`src/rtl/note_transcriber_pkg.sv`:
```
// Shared definitions for the note transcriber: transcript geometry,
// the slot format stored in the transcript, and the recorder FSM states.
package note_pkg;

   localparam int NUM_SLOTS = 160;
   localparam int NOTE_W    = 5;
   localparam int SLOT_W    = NOTE_W + 1;
   localparam int IDX_W     = 8;

   // One transcript slot: {valid, note_idx}; all-zero is a rest
   typedef struct packed {
      logic              valid;
      logic [NOTE_W-1:0] idx;
   } note_slot_t;

   localparam note_slot_t REST = '0;

   typedef enum logic [1:0] {IDLE, ARMED, RECORD, DONE} xcr_state_t;

   // Builds a voiced slot for the given note index
   function automatic note_slot_t voiced(input logic [NOTE_W-1:0] note);
      note_slot_t s;
      s.valid = 1'b1;
      s.idx   = note;
      return s;
   endfunction

endpackage

```
`src/rtl/note_transcriber_if.sv`:
```
// Control, note-strobe and transcript signals of the note transcriber.
// The master side drives control and samples; the slave side is the recorder.
interface note_transcriber_if;
   import note_pkg::*;

   logic                              start_in;
   logic                              stop_in;
   logic                              beat_tick_in;
   logic                              note_valid_in;
   logic [NOTE_W-1:0]                 note_in;
   logic [NUM_SLOTS-1:0][SLOT_W-1:0]  transcript_out;
   logic [IDX_W-1:0]                  slot_idx_out;
   logic                              busy_out;
   logic                              done_out;

   modport master (
      output start_in, stop_in, beat_tick_in, note_valid_in, note_in,
      input  transcript_out, slot_idx_out, busy_out, done_out
   );

   modport slave (
      input  start_in, stop_in, beat_tick_in, note_valid_in, note_in,
      output transcript_out, slot_idx_out, busy_out, done_out
   );

endinterface

```
`src/rtl/note_transcriber_slot_voter.sv`:
```
// Boyer-Moore majority voter for one beat window. The outputs already
// include the sample presented this cycle, so a sample arriving together
// with the closing tick still counts toward the window being committed.
module slot_voter
   import note_pkg::*;
#(
   parameter int CNT_W = 8
) (
   input  logic              clk_in,
   input  logic              rst_in_n,
   input  logic              clear_in,
   input  logic              sample_in,
   input  logic [NOTE_W-1:0] note_in,
   output logic [NOTE_W-1:0] cand_out,
   output logic [CNT_W-1:0]  cnt_out,
   output logic [CNT_W-1:0]  vcount_out
);

   localparam logic [CNT_W-1:0] CNT_MAX = '1;
   localparam logic [CNT_W-1:0] CNT_ONE = CNT_W'(1);

   logic [NOTE_W-1:0] cand_q, cand_d;
   logic [CNT_W-1:0]  cnt_q, cnt_d;
   logic [CNT_W-1:0]  vcount_q, vcount_d;

   // Window totals including this cycle's sample
   always_comb begin
      // NOTE: every always_comb output gets a default first so no path leaves it unassigned (no latch).
      cand_d   = cand_q;
      cnt_d    = cnt_q;
      vcount_d = vcount_q;
      if (sample_in) begin
         if (vcount_q != CNT_MAX) vcount_d = vcount_q + CNT_ONE;
         if (cnt_q == '0) begin
            cand_d = note_in;
            cnt_d  = CNT_ONE;
         end else if (note_in == cand_q) begin
            if (cnt_q != CNT_MAX) cnt_d = cnt_q + CNT_ONE;
         end else begin
            cnt_d = cnt_q - CNT_ONE;
         end
      end
   end

   assign cand_out   = cand_d;
   assign cnt_out    = cnt_d;
   assign vcount_out = vcount_d;

   // Window state; clear wins so the next window starts empty
   always_ff @(posedge clk_in or negedge rst_in_n) begin
      // NOTE: sequential state uses non-blocking assignments so every flop samples pre-edge values.
      if (!rst_in_n) begin
         cand_q   <= '0;
         cnt_q    <= '0;
         vcount_q <= '0;
      end else if (clear_in) begin
         cand_q   <= '0;
         cnt_q    <= '0;
         vcount_q <= '0;
      end else begin
         cand_q   <= cand_d;
         cnt_q    <= cnt_d;
         vcount_q <= vcount_d;
      end
   end

endmodule

```
`src/rtl/note_transcriber.sv`:
```
// Note transcriber: records the detected-note stream into a 160-slot
// transcript, one majority-voted slot per beat window.
// Optional feature macro: TRANSCRIBER_SUSTAIN_EN -- a window with no voiced
// samples repeats a voiced previous slot instead of committing a rest.
module note_transcriber
   import note_pkg::*;
#(
   parameter int MIN_VOTES = 4,
   parameter int CNT_W     = 8
) (
   input logic               clk_in,
   input logic               rst_in_n,
   note_transcriber_if.slave bus
);

   localparam logic [IDX_W-1:0] LAST_SLOT = IDX_W'(NUM_SLOTS - 1);
   localparam logic [IDX_W-1:0] IDX_ONE   = IDX_W'(1);

   xcr_state_t                  state_q;
   logic       [IDX_W-1:0]      slot_idx_q;
   note_slot_t [NUM_SLOTS-1:0]  transcript_q;
   logic                        done_q;

   logic              voter_clear;
   logic              voter_sample;
   logic [NOTE_W-1:0] cand;
   logic [CNT_W-1:0]  cnt;
   logic [CNT_W-1:0]  vcount;
   note_slot_t        commit_slot;

   // Samples only count while recording; any window boundary empties the voter
   assign voter_sample = bus.note_valid_in && (state_q == RECORD);
   assign voter_clear  = (state_q != RECORD) || bus.start_in || bus.beat_tick_in;

   slot_voter #(.CNT_W(CNT_W)) u_voter (
      .clk_in     (clk_in),
      .rst_in_n   (rst_in_n),
      .clear_in   (voter_clear),
      .sample_in  (voter_sample),
      .note_in    (bus.note_in),
      .cand_out   (cand),
      .cnt_out    (cnt),
      .vcount_out (vcount)
   );

`ifdef TRANSCRIBER_SUSTAIN_EN
   logic [IDX_W-1:0] prev_idx;
   note_slot_t       prev_slot;
   assign prev_idx  = (slot_idx_q == '0) ? '0 : slot_idx_q - IDX_ONE;
   assign prev_slot = transcript_q[prev_idx];
`endif

   // Value written into the slot when the current window closes
   always_comb begin
      commit_slot = REST;
      if ((vcount >= CNT_W'(MIN_VOTES)) && (cnt != '0)) begin
         commit_slot = voiced(cand);
      end
`ifdef TRANSCRIBER_SUSTAIN_EN
      else if ((vcount == '0) && (slot_idx_q != '0) && prev_slot.valid) begin
         commit_slot = prev_slot;
      end
`endif
   end

   // Recorder FSM with slot index, transcript array and done pulse
   always_ff @(posedge clk_in or negedge rst_in_n) begin
      // NOTE: the transcript array is reset as well, because the scorer reads it directly after reset.
      if (!rst_in_n) begin
         state_q      <= IDLE;
         slot_idx_q   <= '0;
         transcript_q <= '0;
         done_q       <= 1'b0;
      end else begin
         done_q <= 1'b0;
         if (bus.start_in) begin
            state_q      <= ARMED;
            slot_idx_q   <= '0;
            transcript_q <= '0;
         end else begin
            case (state_q)
               ARMED: begin
                  if (bus.stop_in) begin
                     state_q <= DONE;
                     done_q  <= 1'b1;
                  end else if (bus.beat_tick_in) begin
                     state_q <= RECORD;
                  end
               end
               RECORD: begin
                  if (bus.stop_in) begin
                     state_q <= DONE;
                     done_q  <= 1'b1;
                  end else if (bus.beat_tick_in) begin
                     transcript_q[slot_idx_q] <= commit_slot;
                     slot_idx_q               <= slot_idx_q + IDX_ONE;
                     if (slot_idx_q == LAST_SLOT) begin
                        state_q <= DONE;
                        done_q  <= 1'b1;
                     end
                  end
               end
               default: ;
            endcase
         end
      end
   end

   assign bus.transcript_out = transcript_q;
   assign bus.slot_idx_out   = slot_idx_q;
   assign bus.busy_out       = (state_q == ARMED) || (state_q == RECORD);
   assign bus.done_out       = done_q;

endmodule
```
`src/flat_wrapper.sv`:
```
// flat-port wrapper written by rule: the top's interface ports become plain ports
module note_transcriber_flat import note_pkg::*;
#(
   parameter int MIN_VOTES = 4,
   parameter int CNT_W     = 8
)
  (clk_in, rst_in_n, bus_start_in, bus_stop_in, bus_beat_tick_in, bus_note_valid_in, bus_note_in, bus_transcript_out, bus_slot_idx_out, bus_busy_out, bus_done_out);
  note_transcriber_if bus_i ();
  input logic clk_in;
  input logic rst_in_n;
  input wire logic [$bits(bus_i.start_in)-1:0] bus_start_in;
  input wire logic [$bits(bus_i.stop_in)-1:0] bus_stop_in;
  input wire logic [$bits(bus_i.beat_tick_in)-1:0] bus_beat_tick_in;
  input wire logic [$bits(bus_i.note_valid_in)-1:0] bus_note_valid_in;
  input wire logic [$bits(bus_i.note_in)-1:0] bus_note_in;
  output wire logic [$bits(bus_i.transcript_out)-1:0] bus_transcript_out;
  output wire logic [$bits(bus_i.slot_idx_out)-1:0] bus_slot_idx_out;
  output wire logic [$bits(bus_i.busy_out)-1:0] bus_busy_out;
  output wire logic [$bits(bus_i.done_out)-1:0] bus_done_out;
  assign bus_i.start_in = bus_start_in;
  assign bus_i.stop_in = bus_stop_in;
  assign bus_i.beat_tick_in = bus_beat_tick_in;
  assign bus_i.note_valid_in = bus_note_valid_in;
  assign bus_i.note_in = bus_note_in;
  assign bus_transcript_out = bus_i.transcript_out;
  assign bus_slot_idx_out = bus_i.slot_idx_out;
  assign bus_busy_out = bus_i.busy_out;
  assign bus_done_out = bus_i.done_out;
  note_transcriber #(.MIN_VOTES(MIN_VOTES), .CNT_W(CNT_W)) u_core (.clk_in(clk_in), .rst_in_n(rst_in_n), .bus(bus_i));
endmodule
```
`config.mk`:
```
export PLATFORM = sky130hd
export DESIGN_NAME = note_transcriber_flat
export DESIGN_NICKNAME = d
export VERILOG_FILES = /design/src/rtl/note_transcriber_pkg.sv /design/src/rtl/note_transcriber_if.sv /design/src/rtl/note_transcriber_slot_voter.sv /design/src/rtl/note_transcriber.sv /design/src/flat_wrapper.sv
export SDC_FILE = /design/constraint.sdc
export NUM_CORES = 1
export LEC_CHECK = 0
export CORE_AREA = 3 3 384 386
export CTS_CLUSTER_DIAMETER = 80
export DETAILED_ROUTE_END_ITERATION = 10
export DIE_AREA = 0 0 387 389
export PLACE_DENSITY_LB_ADDON = 0.08
export SLEW_MARGIN = 20
export SYNTH_ARGS = -nofsm -noshare
export SYNTH_HDL_FRONTEND = slang
export SYNTH_HIERARCHICAL = 1
export SYNTH_SLANG_ARGS = --single-unit
```
`constraint.sdc`:
```
create_clock -name clk_in -period 4.9 [get_ports clk_in]
set_clock_uncertainty 0.1 [all_clocks]
set_input_delay 1.47 -clock clk_in [delete_from_list [all_inputs] [get_ports clk_in]]
set_output_delay 1.47 -clock clk_in [all_outputs]
set_load 0.02 [all_outputs]
```
# == Word level (Yosys, flattened, before mapping) ==
# Cells that the tools add are included.
# word_totals
register_bits,992
inputBits,11
output_inout_bits,970
elab_cells,393
# op_classes
n_addsub,4
n_lt_le_gt_ge,3
eq_ne,11
muxes,36
n_reduce_logical,13
# op_table
cell,count
$mux 960,4
$bwmux 960,1
$mux 8,12
$demux 6 s8,1
$add 8x1->8 const B,3
$ne 8x8->1 const B,2
$mux 5,3
$mux 2,6
$mux 6,2
$ne 4x4->1 const B,3
$lt 8x9->1 const B,1
$eq 8x8->1 const B,1
$ge 8x1->1 const B,1
$ge 8x3->1 const B,1
$logic_not 8->1,1
$reduce_bool 8->1,1
$sub 8x1->8 const B,1
$eq 5x5->1,1
$mux 1,5
$ne 2x2->1 const B,2
$pmux 2 s2,1
$reduce_and 4->1,1
$reduce_bool 2->1,2
$logic_and 1x1->1,3
6 further kinds,8

# == Depth between registers and ports, before layout ==
# depth
word_depth,13
depth_mapped,19
mapped_depth_nobuf,12

# == Modules after synthesis ==
# The synthesis kept the hierarchy.
# by_module_without_submodules
mod,instances,cells_per_inst,area_each_um2,seq_area_each_um2
note_transcriber,1,2798,36506.3,24298.3
slot_voter,1,186,1577.8,525.5

# == Worst setup path after synthesis ==
# No wires, ideal clock.
# synth_path
kind,input port to flip-flop
start,input bus_note_in[2]
end,"register u_core.transcript_q, in the netlist u_core/bus.transcript_out[195]"
setup_time_ns,0.121
arrival_ns,4.383
required_ns,4.679
slack_ns,0.296
path_stages,12
n_path_buf,3
path_cell_list,xnor2_1 > and3_1 > clkbuf_1 > nand2_1 > o41ai_1 > nor3_1 > or4_1 > buf_2 > o211ai_2 > nor2_1 > clkbuf_1 > a22o_1
# synth_via
elab_chain_cells,12
# synth_rtl
item,line_no,rtl
start: declaration,flat_wrapper.sv:15,input wire logic [$bits(bus_i.note_in)-1:0] bus_note_in;
$eq 5x5->1,note_transcriber_slot_voter.sv:37,end else if (note_in == cand_q) begin
$mux 8,note_transcriber_slot_voter.sv:37,
$mux 8,note_transcriber_slot_voter.sv:34,if (cnt_q == '0) begin
$mux 8,note_transcriber_slot_voter.sv:32,if (sample_in) begin
via u_core.cnt[5],note_transcriber.sv:27,logic [CNT_W-1:0] cnt;
$reduce_bool 8->1,note_transcriber.sv:56,if ((vcount >= CNT_W'(MIN_VOTES)) && (cnt != '0)) begin
$logic_and 1x1->1,note_transcriber.sv:56,
$mux 6,note_transcriber.sv:56,
$bwmux 960,note_transcriber.sv:95,transcript_q[slot_idx_q] <= commit_slot;
$mux 960,note_transcriber.sv:94,end else if (bus.beat_tick_in) begin
$mux 960,note_transcriber.sv:91,if (bus.stop_in) begin
$mux 960,note_transcriber.sv:81,case (state_q)
$mux 960,note_transcriber.sv:76,if (bus.start_in) begin
end signal: indexed assignment,note_transcriber.sv:95,
end: declaration,note_transcriber.sv:21,note_slot_t [NUM_SLOTS-1:0] transcript_q;
# The timed path passes the listed nets, and every way through them passes these cells. The select of a mux whose other input is x is not followed.
# A chain may end at the register's enable or synchronous reset.

# == Worst setup path in the final report ==
# layout_path
start,input bus_note_in[3]
end,"register u_core.transcript_q, in the netlist u_core/bus.transcript_out[308]"
# Same word-level chain as after synthesis.

==> results.toml <==
[logic_synthesis]
netlist_top_cells_count = "dfrtp_1, a22o_1, clkbuf_1, nand2_1, a21oi_1"
synth_area_leader_cell = "dfrtp_1"
yosysSeqAreaShare = 0.652
synth_edf_count = 0
synth_flop_cell = "dfrtp_1"
yosysWarnings = 6
synth_top_area_frac = 0.652
async_flop_share = 1.00
ys_ff_latch = 992
post_synth.cell_area_avg_um2 = 12.8
yosysMostFrequentCell = "dfrtp_1"
synthesis.nets = 3005
synth_area_leaders = "dfrtp_1, a22o_1, clkbuf_1, a21oi_1, nand2_1"
syn_area_mm2 = 0.0381
netlist_instances = 2984
synth_cell_types = 62

[worst_hold_path]
hold_class = "register to register"

[power]
pwr_density_cell_mw_per_mm2 = 313
irDropWorstVdd_mv = 0.270
p_leak_uw = 0.0245
finalPower_uw = 17700

[sta]
slew-limit-headroom = 0.236
hold_slack_ns = 0.375
period_minus_slack_ns = 4.63
hold_violations = 0
fmax_mhz = 216
tightest_slew_ns = 1.14
fin_crit_sh = 0.945
rsz0062_at_grt = "no"
setup_viol = 0
slew_viol_final = 0

[clock_network]
cts_resized = 0
cts_tree = "built"
clk_latency_ns = 0.73
clk_pin_slew_ns = 0.06
cts_root_buf = "clkbuf_16"
cts_buffer_depth = 3
h-tree-depth = 3
postCtsSetupBuffers = 0
cts_buffers = 119
holdBufCountCts = 0
clock-sinks = 992

[route]
dr.first_iter.drc_count = 2422
wl_mm = 203
avgRoutedWirePerCell_um = 33.4
remaining_drc_errors = 0
viasPerCell = 5.25
drtPass1Iterations = 5
vias = 31900
ant_nets = 0

[worst_setup_path]
required_ns = 5.42
path_buf_inv = 3
slowest_delay_ns = 0.72
cp_top_family = "simple AND/OR/NAND/NOR gates"
crit_fanout = 15
critPathLaunchType = "primary input"
critPathSlowestCell = "or4_1"
cp.arrival_ns = 5.15
crit_chain = "clkdlybuf4s50_1 -> xnor2_1 -> and3_1 -> nand2_1 -> o41ai_1 -> nor3_1 -> or4_1 -> o211ai_2 -> buf_4 -> nor2_1 -> buf_12 -> a22o_1"
cp-end-kind = "register"
worstSetupPathType = "primary input to register"

[global_routing]
grt_pass1_wl_mm = 282
grt_util_all_layers = 0.263
grt_max_degree = 119
antenna_found_initial = 5
grt_pass1_vias = 32800
grt_remaining_overflow = 0

[run]
drv_cap = 0

[place]
hpwl_mm = 148
placed_cells = 5858
post_dp_cell_area_mm2 = 0.0527
port_buffers = 980
place.gp.congestion = 0.923

[final_layout]
utilization = 0.394
final_cells = 6077
drive_above_1_share = 0.133
nNetsFinal = 4097
syn2layout_area_growth_pct = 48.8
fillers = 13800
design_area_mm2 = 0.0567

[floorplanning]
die_x_um = 387
initial_core_util = 0.265
pin_count = 981
core_mm2 = 0.144
dieArea_mm2 = 0.151
num_rows = 139
die_height_um = 389

[run_status]
status = "complete, no violations"
[tightest hold or removal path, stage by stage, from the launching register on]
cell and delay, ns:
dfrtp_1 0.34, nand2_1 0.04, o21ai_0 0.06
[state kept, by name (all words and copies together) (netlist names)]
signal and flops:
u_core/u_voter/cnt_q 8, u_core/state_q 2, u_core/u_voter/vcount_q 8, u_core/bus.transcript_out 960, u_core/bus.done_out 1, u_core/u_voter/cand_q 5, u_core/bus.slot_idx_out 8
[stage by stage]
step / worst slack [ns] / TNS (ns)
floorplan: 0.296 / 0
global placement: -0.411 / -287.97
detailed placement: -0.423 / -300.98
CTS: 0.359 / 0
global route: 0.108 / 0
finish: 0.270 / 0
[cells by family after synthesis]
| kind of cell | after synthesis | share of synthesized area |
|---|---|---|
| buf+inv | 280 | 0.0289 |
| xor+xnor | 16 | 0.00368 |
| flops | 992 | 0.652 |
| compound gates | 1163 | 0.241 |
| fa+ha+maj | 10 | 0.00329 |
| mux | 7 | 0.00207 |
| simple gates | 516 | 0.0689 |
[layout by cell type (no fill, tap or decap), types with 38 or more instances in the layout]
| cell type | Yosys | routed |
|---|---|---|
| nand2_1 | 206 | 206 |
| a31oi_1 | 61 | 58 |
| clkbuf_16 | 0 | 119 |
| clkdlybuf4s50_1 | 0 | 978 |
| o21ai_0 | 70 | 70 |
| nor2_1 | 102 | 42 |
| buf_4 | 0 | 160 |
| buf_12 | 0 | 95 |
| a22o_1 | 824 | 824 |
| or4_1 | 53 | 53 |
| dfrtp_1 | 992 | 992 |
| a21oi_1 | 158 | 158 |
| nor2_2 | 0 | 38 |
[report_power, final]
part | internal [µW] | switching, µW
combinational | 105 | 454
clock | 5210 | 3760
sequential | 8200 | 1.66
total | 13500 | 4220
[area by class of cell]
| class | count | area, µm² | area share |
|---|---|---|---|
| Sequential cell | 992 | 24800 | 0.438 |
| Timing Repair Buffer | 1235 | 12900 | 0.228 |
| Multi-Input combinational cell | 1712 | 12600 | 0.221 |
| Clock buffer | 176 | 3510 | 0.0620 |
| Tap cell | 1903 | 2380 | 0.0420 |
| Clock inverter | 40 | 425 | 0.00750 |
| Inverter | 16 | 60.1 | 0.00106 |
| Antenna cell | 3 | 7.51 | 0.000132 |
[final timing paths]
| check | start | endpoint | slack [ns] | cells past startpoint |
|---|---|---|---|---|
| setup / recovery | bus_note_in[3] | u_core/bus.transcript_out[308] | 0.27 | 12 |
| max in group asynchronous | rst_in_n | u_core/bus.transcript_out[660] | 2.73 | 3 |
| min in group asynchronous | rst_in_n | u_core/bus.transcript_out[274] | 0.69 | 1 |
| setup reg to reg | u_core/u_voter/cnt_q[1] | u_core/bus.transcript_out[308] | 0.83 | 14 |
| hold reg to reg | u_core/bus.transcript_out[5] | u_core/bus.transcript_out[5] | 0.37 | 2 |
| hold / removal | u_core/bus.transcript_out[5] | u_core/bus.transcript_out[5] | 0.37 | 2 |
[layer usage]
layer | GRT usage | up-vias | share of wire
met4 | 0.0966 | 2 | 0.040
met2 | 0.426 | 1246 | 0.47
met1 | 0.338 | 16800 | 0.42
met3 | 0.0671 | 268 | 0.070
met5 | 0 | - | 0.000064
li1 | - | 13500 | -
(Power assumes the default switching activity.)
